[src/rtl/prescaler_tick_gen.sv]
// Programmable clock-enable generator: emits a one-cycle tick every (P+1) cycles.
// P arrives over a valid/ready config port. While running, a new P is parked in a
// shadow register and committed only at a terminal count, so no period is truncated.
// Build option: define PRESCALER_TICK_SAT_EN to make tick_count saturate instead of wrap.
module prescaler_tick_gen #(
  parameter int unsigned WIDTH      = 32,
  parameter int unsigned TICK_CNT_W = 16
) (
  input  logic                  clock,
  input  logic                  reset,
  input  logic                  cfg_valid,
  output logic                  cfg_ready,
  input  logic [WIDTH-1:0]      cfg_prescaler,
  input  logic                  cfg_oneshot,
  input  logic                  start,
  input  logic                  stop,
  output logic                  tick,
  output logic                  busy,
  output logic [TICK_CNT_W-1:0] tick_count
);

  typedef enum logic [0:0] {StIdle, StRun} state_e;

  state_e                state_q;
  logic [WIDTH-1:0]      div_q;
  logic [WIDTH-1:0]      act_p_q;
  logic [WIDTH-1:0]      shadow_p_q;
  logic                  act_os_q;
  logic                  shadow_os_q;
  logic                  pend_q;
  logic [TICK_CNT_W-1:0] tick_cnt_q;

  logic                  cfg_acc;
  logic                  commit;
  logic [WIDTH-1:0]      next_p;
  logic [TICK_CNT_W-1:0] tick_cnt_inc;

  // Outputs are decoded purely from registers; no combinational input path.
  always_comb begin
    tick       = (state_q == StRun) && (div_q == '0);
    busy       = (state_q == StRun);
    cfg_ready  = !pend_q;
    tick_count = tick_cnt_q;
    cfg_acc    = cfg_valid && cfg_ready;
    // A pending shadow value takes over at the edge closing a tick cycle.
    commit     = tick && pend_q;
    next_p     = commit ? shadow_p_q : act_p_q;
  end

  // Tick counter arithmetic: saturating or wrapping depending on the build.
  always_comb begin
`ifdef PRESCALER_TICK_SAT_EN
    tick_cnt_inc = (&tick_cnt_q) ? tick_cnt_q : tick_cnt_q + 1'b1;
`else
    tick_cnt_inc = tick_cnt_q + 1'b1;
`endif
  end

  // Control FSM, divider, config registers and tick counter.
  always_ff @(posedge clock) begin
    if (reset) begin
      state_q     <= StIdle;
      div_q       <= '0;
      act_p_q     <= '0;
      shadow_p_q  <= '0;
      act_os_q    <= 1'b0;
      shadow_os_q <= 1'b0;
      pend_q      <= 1'b0;
      tick_cnt_q  <= '0;
    end else begin
      unique case (state_q)
        StIdle: begin
          if (cfg_acc) begin
            act_p_q  <= cfg_prescaler;
            act_os_q <= cfg_oneshot;
          end
          // Stop wins over start; a config accepted this cycle is used for this start.
          if (start && !stop) begin
            state_q    <= StRun;
            div_q      <= cfg_acc ? cfg_prescaler : act_p_q;
            tick_cnt_q <= '0;
          end
        end
        StRun: begin
          if (tick) begin
            tick_cnt_q <= tick_cnt_inc;
          end
          if (stop || (tick && act_os_q)) begin
            state_q <= StIdle;
            div_q   <= '0;
            // Leaving RUN: fold any pending or just-accepted config into the active set
            // so IDLE never holds a stale shadow with cfg_ready low.
            if (pend_q) begin
              act_p_q  <= shadow_p_q;
              act_os_q <= shadow_os_q;
              pend_q   <= 1'b0;
            end else if (cfg_acc) begin
              act_p_q  <= cfg_prescaler;
              act_os_q <= cfg_oneshot;
            end
          end else begin
            if (commit) begin
              act_p_q  <= shadow_p_q;
              act_os_q <= shadow_os_q;
              pend_q   <= 1'b0;
            end else if (cfg_acc) begin
              shadow_p_q  <= cfg_prescaler;
              shadow_os_q <= cfg_oneshot;
              pend_q      <= 1'b1;
            end
            if (start || tick) begin
              div_q <= next_p;
            end else begin
              div_q <= div_q - 1'b1;
            end
          end
        end
        default: state_q <= StIdle;
      endcase
    end
  end

endmodule

[config.mk]
export PLATFORM = sky130hd
export DESIGN_NAME = prescaler_tick_gen
export DESIGN_NICKNAME = d
export VERILOG_FILES = /design/src/rtl/prescaler_tick_gen.sv
export SDC_FILE = /design/constraint.sdc
export NUM_CORES = 1
export LEC_CHECK = 0
export ABC_CLOCK_PERIOD_IN_PS = 8090
export CAP_MARGIN = 25
export CORE_ASPECT_RATIO = 0.75
export CORE_MARGIN = 5
export CORE_UTILIZATION = 64
export DETAILED_ROUTE_END_ITERATION = 6
export GPL_TIMING_DRIVEN = 0
export PLACE_DENSITY = 0.86
export SLEW_MARGIN = 20
export SYNTH_ARGS = -nofsm -noshare
export SYNTH_HDL_FRONTEND = slang
export SYNTH_SLANG_ARGS = --single-unit
export TNS_END_PERCENT = 10
[constraint.sdc]
create_clock -name clock -period 8.09 [get_ports clock]
set_clock_uncertainty 0.05 [all_clocks]
set_input_delay 1.2135 -clock clock [delete_from_list [all_inputs] [get_ports clock]]
set_output_delay 1.2135 -clock clock [all_outputs]
set_load 0.02 [all_outputs]
---- Yosys cells after proc, flatten, opt, wreduce, memory -nomap -nowiden ----
Index checks and enable logic that the tools add are counted.
cells by class
  add/sub/neg operators ................... 2
  eq/ne operators ......................... 3
  muxes and demuxes ....................... 23
  bitwise logic cells ..................... 3
  reductions and logical operators ........ 14
operator list
  cell                                                 number
  2-to-1 mux 32 bit                                    7
  one-hot mux 32 bit (2 select lines)                  2
  logical NOT 32 bit                                   1
  2-to-1 mux 16 bit                                    2
  one-hot mux 16 bit (2 select lines)                  1
  subtractor 32 x 1 -> 32 bit (second input constant)  1
  adder 16 x 1 -> 16 bit (second input constant)       1
  2-to-1 mux 1 bit                                     9
  logical AND 1 bit                                    5
  != test 2 bit (second input constant)                2
  one-hot mux 1 bit (2 select lines)                   2
  AND reduction 2 bit                                  2
  AND reduction 4 bit                                  1
  != test 3 x 1 -> 1 bit (second input constant)       1
  inverter 1 bit                                       3
  nonzero test 3 bit                                   1
  logical NOT 1 bit                                    2
  logical OR 1 bit                                     2
storage, ports and cells
  logic and storage cells ................. 53
  bits of input ports ..................... 38
  output and inout port bits .............. 19
  register bits ........................... 116

---- Logic depth before layout (Yosys ltp) ----
  word-level depth ........................ 7
  depth in mapped cells ................... 11

---- Least setup slack after synthesis ----
Ideal clock, no wire load.
  kind .................................... register to output
  start ................................... reg div_q[1]
  end ..................................... out tick
  slack ................................... 4,640 ps
  data arrival time ....................... 2,187 ps
  buffers on the path ..................... 1
  cell stages (with the launch flop) ...... 8
  data required time ...................... 6,826 ps
  cells stage by stage .................... dfxtp_1 > inv_1 > ha_1 > or4b_1 > clkbuf_1 > nor4_2 > nand3_1 > inv_1
between the ends
  longest elaborated chain between the ends .. 2
RTL lines
  item                    line  source
  from (decl)             25    logic [WIDTH-1:0] div_q;
  from (signal assigned)  80    div_q <= cfg_acc ? cfg_prescaler : act_p_q;
  from (signal assigned)  112   div_q <= next_p;
  from (signal assigned)  114   div_q <= div_q - 1'b1;
  logical NOT 32 bit      40    tick = (state_q == StRun) && (div_q == '0);
  logical AND 1 bit       40
  to (decl)               17    output logic tick,
Every way passes these cells.

---- Worst setup path after layout ----
  start ................................... reg div_q[0]
  end ..................................... out tick
The elaborated chain is that of the path after synthesis.

==> flow_summary.json <==
{
  "yosysTopAreaCellShare": 0.323,
  "synth_area_leader_cell": "dfxtp_1",
  "synth.avg_cell_area_sq_um": 7.83,
  "power_frac_clock": 0.408,
  "cp.required_ns": 6.83,
  "use_met1": 0.515,
  "cts_sinks": 116,
  "clockBufferDepth": 2,
  "grt_pass1_vias": 7145,
  "vias": 7799,
  "synth_area_leaders": "dfxtp_1 32%, mux2i_1 9.3%, a21oi_1 6.3%",
  "cellPowerDensity_nw_per_um2": 199,
  "stdcell_area_sq_um": 8440,
  "crit_fanout": 10,
  "cts_tree": "yes",
  "post_drt_wl_per_cell_um": 22.4,
  "synthArstFlopShare": 0,
  "dpl.hpwl_mm": 17.9,
  "die_h_um": 102,
  "floorplan.initialDensity": 0.657,
  "drive_gt1_frac": 0.0667,
  "power_uw": 1680,
  "syn_area_sq_um": 7190,
  "cts_root_buf": "clkbuf_16",
  "place.gp.congestion": 1.04,
  "setup_tns_ns": 0,
  "reg2reg_setup_slack_ns": 3.80,
  "nFillCells": 815,
  "cts_resized": 0,
  "timing.final.max_slew_violations": 0,
  "grt_most_used_layer": "met1",
  "rows": 33,
  "dp_slack_ns": 3.32,
  "die_w_um": 132,
  "drc": 8,
  "switchingPower_uw": 546,
  "post-route-util": 0.771,
  "outcome": "finished with violations",
  "fmax_mhz": 199,
  "cp-end-kind": "output pin",
  "hold_path.class": "reg -> reg",
  "ys_seq_elements": 116,
  "clkTransAtPathRegs_ns": 0.06,
  "wl_mm": 25.6,
  "worst_pin_slew_ns": 1.16,
  "portBuffers": 54,
  "crit_type": "reg -> out",
  "synth_warnings": 0,
  "clock_latency_ns": 0.43,
  "numCtsBuffers": 17,
  "start_kind": "flop",
  "p_leak_uw": 0.00311,
  "die_area_sq_um": 13500,
  "grt_max_degree": 17,
  "ys_seq_area_frac": 0.323,
  "syn-instance-count": 918,
  "use_met2": 0.510,
  "antenna_found_initial": 1,
  "grt_pass1_wl_mm": 39.2,
  "layout_worst_path_cycle_share": 0.622,
  "synth_nets": 958,
  "p_int_uw": 1130,
  "grt.total_usage": 0.373,
  "worst_ep_arrival_time_ns": 3.77,
  "initialDrtViolationCount": 1268,
  "hold_buffers": 0,
  "setup_violations": 0,
  "netlist_top_cells_count": "118 x nand2_1, 116 x dfxtp_1, 90 x a21oi_1, 76 x nor2_1, 67 x mux2i_1",
  "ys_types": 60,
  "avgViaCountPerCell": 6.81,
  "hold_viol": 0,
  "combPwrFrac": 0.213,
  "h-tree-depth": 4,
  "violations": "design-rule violations",
  "core-area_sq_um": 10900,
  "area_growth_pct": 17.4,
  "io_pins": 57,
  "synth_flop_cell": "dfxtp_1",
  "vdd_ir_drop_max_v": 0.000177,
  "fin_ws_ns": 3.06,
  "layout_min_cycle_time_ns": 5.03,
  "grtUsageMet3": 0.144,
  "relSlewSlack": 0.227,
  "cts_setup_buffers": 0,
  "nets": 1032,
  "rsz0062_at_grt": "no",
  "cap_violations": 0,
  "synth-edff-count": 0,
  "dr.pass1.iters": 7,
  "switching_share": 0.325,
  "ant_nets": 0,
  "yosysMostFrequentCell": "nand2_1",
  "antennaDiodeCount": 0,
  "p_seq_frac": 0.379,
  "dpl_cell_area_sq_um": 7910,
  "grt-ovfl-total": 0
}
[worst paths after layout]
path,from,endpoint,cells past startpoint
worst min-delay path,shadow_os_q$_SDFFE_PP0P_,shadow_os_q$_SDFFE_PP0P_,2
worst max-delay path,div_q[0]$_SDFFE_PP0P_,tick,8
worst max register to register,pend_q$_SDFFE_PP0P_,div_q[7]$_SDFFE_PP0P_,8
worst min register to register,shadow_os_q$_SDFFE_PP0P_,shadow_os_q$_SDFFE_PP0P_,2
[power by group through the flow]
| stage | clock [uW] | combinational, uW | sequential [uW] |
|---|---|---|---|
| after detailed placement | 0 | 336 | 646 |
| after global placement | 0 | 331 | 644 |
| after global routing | 704 | 377 | 639 |
| final | 685 | 357 | 636 |
| after floorplan | 0 | 235 | 637 |
| after CTS | 677 | 340 | 634 |
[worst max-delay path: stages (launching register included)]
cell             delay (ns)
dfxtp_1                0.34
inv_1                  0.10
ha_1                   0.22
or4b_1                 0.47
clkbuf_1               0.29
nor4_2                 0.50
nand3_1                0.48
inv_1                  0.31
clkdlybuf4s50_1        0.64
[cell usage in the layout (no fill, tap or decap), types with 16 or more instances in the layout]
master / n
a211oi_1: 16
a21o_1: 17
a21oi_1: 90
clkbuf_1: 64
clkbuf_16: 17
clkdlybuf4s50_1: 54
dfxtp_1: 116
mux2_1: 19
mux2i_1: 67
nand2_1: 118
nor2_1: 76
nor3_1: 17
nor4_1: 16
o211ai_1: 18
o21ai_0: 47
o21ai_1: 31
xnor2_1: 17
[flip-flops by register name, indices dropped and copies added, names as in the netlist]
signal,flops
pend_q,1
act_os_q,1
shadow_os_q,1
act_p_q,32
div_q,32
tick_count,16
busy,1
shadow_p_q,32
[per-layer routing]
metal / wire [um] / part of all wire
met1: 10400 / 0.41
met2: 10100 / 0.39
met3: 4140 / 0.16
met4: 912 / 0.036
met5: 66 / 0.0026
[area by class of cell]
cell class / instances / area [sq um] / share of cell area
flip-flops and latches: 116 / 2320 / 0.275
plain buffers: 76 / 320 / 0.0379
repair buffers: 55 / 546 / 0.0646
well taps: 140 / 175 / 0.0208
inverters: 14 / 52.6 / 0.00623
clock buffers: 19 / 443 / 0.0525
multi-input cells: 712 / 4500 / 0.533
clock inverters: 13 / 86.3 / 0.0102
[through the flow]
step                hold slack [ns]  cells
floorplan                     0.386    918
global placement              0.398   1112
detailed placement            0.404   1113
CTS                           0.412   1145
global route                  0.445   1145
finish                        0.418   1145
[cell families after synthesis]
group,count (synthesis),synth area share
AO/OA/AOI/OAI,286,0.251
adder cells (fa/ha/maj),2,0.00348
multiplexers,101,0.147
buffers and inverters,90,0.0519
AND/OR/NAND/NOR,296,0.192
flip-flops,116,0.323
XOR/XNOR,27,0.0329
Note: power is estimated with default switching activity, not from simulation.
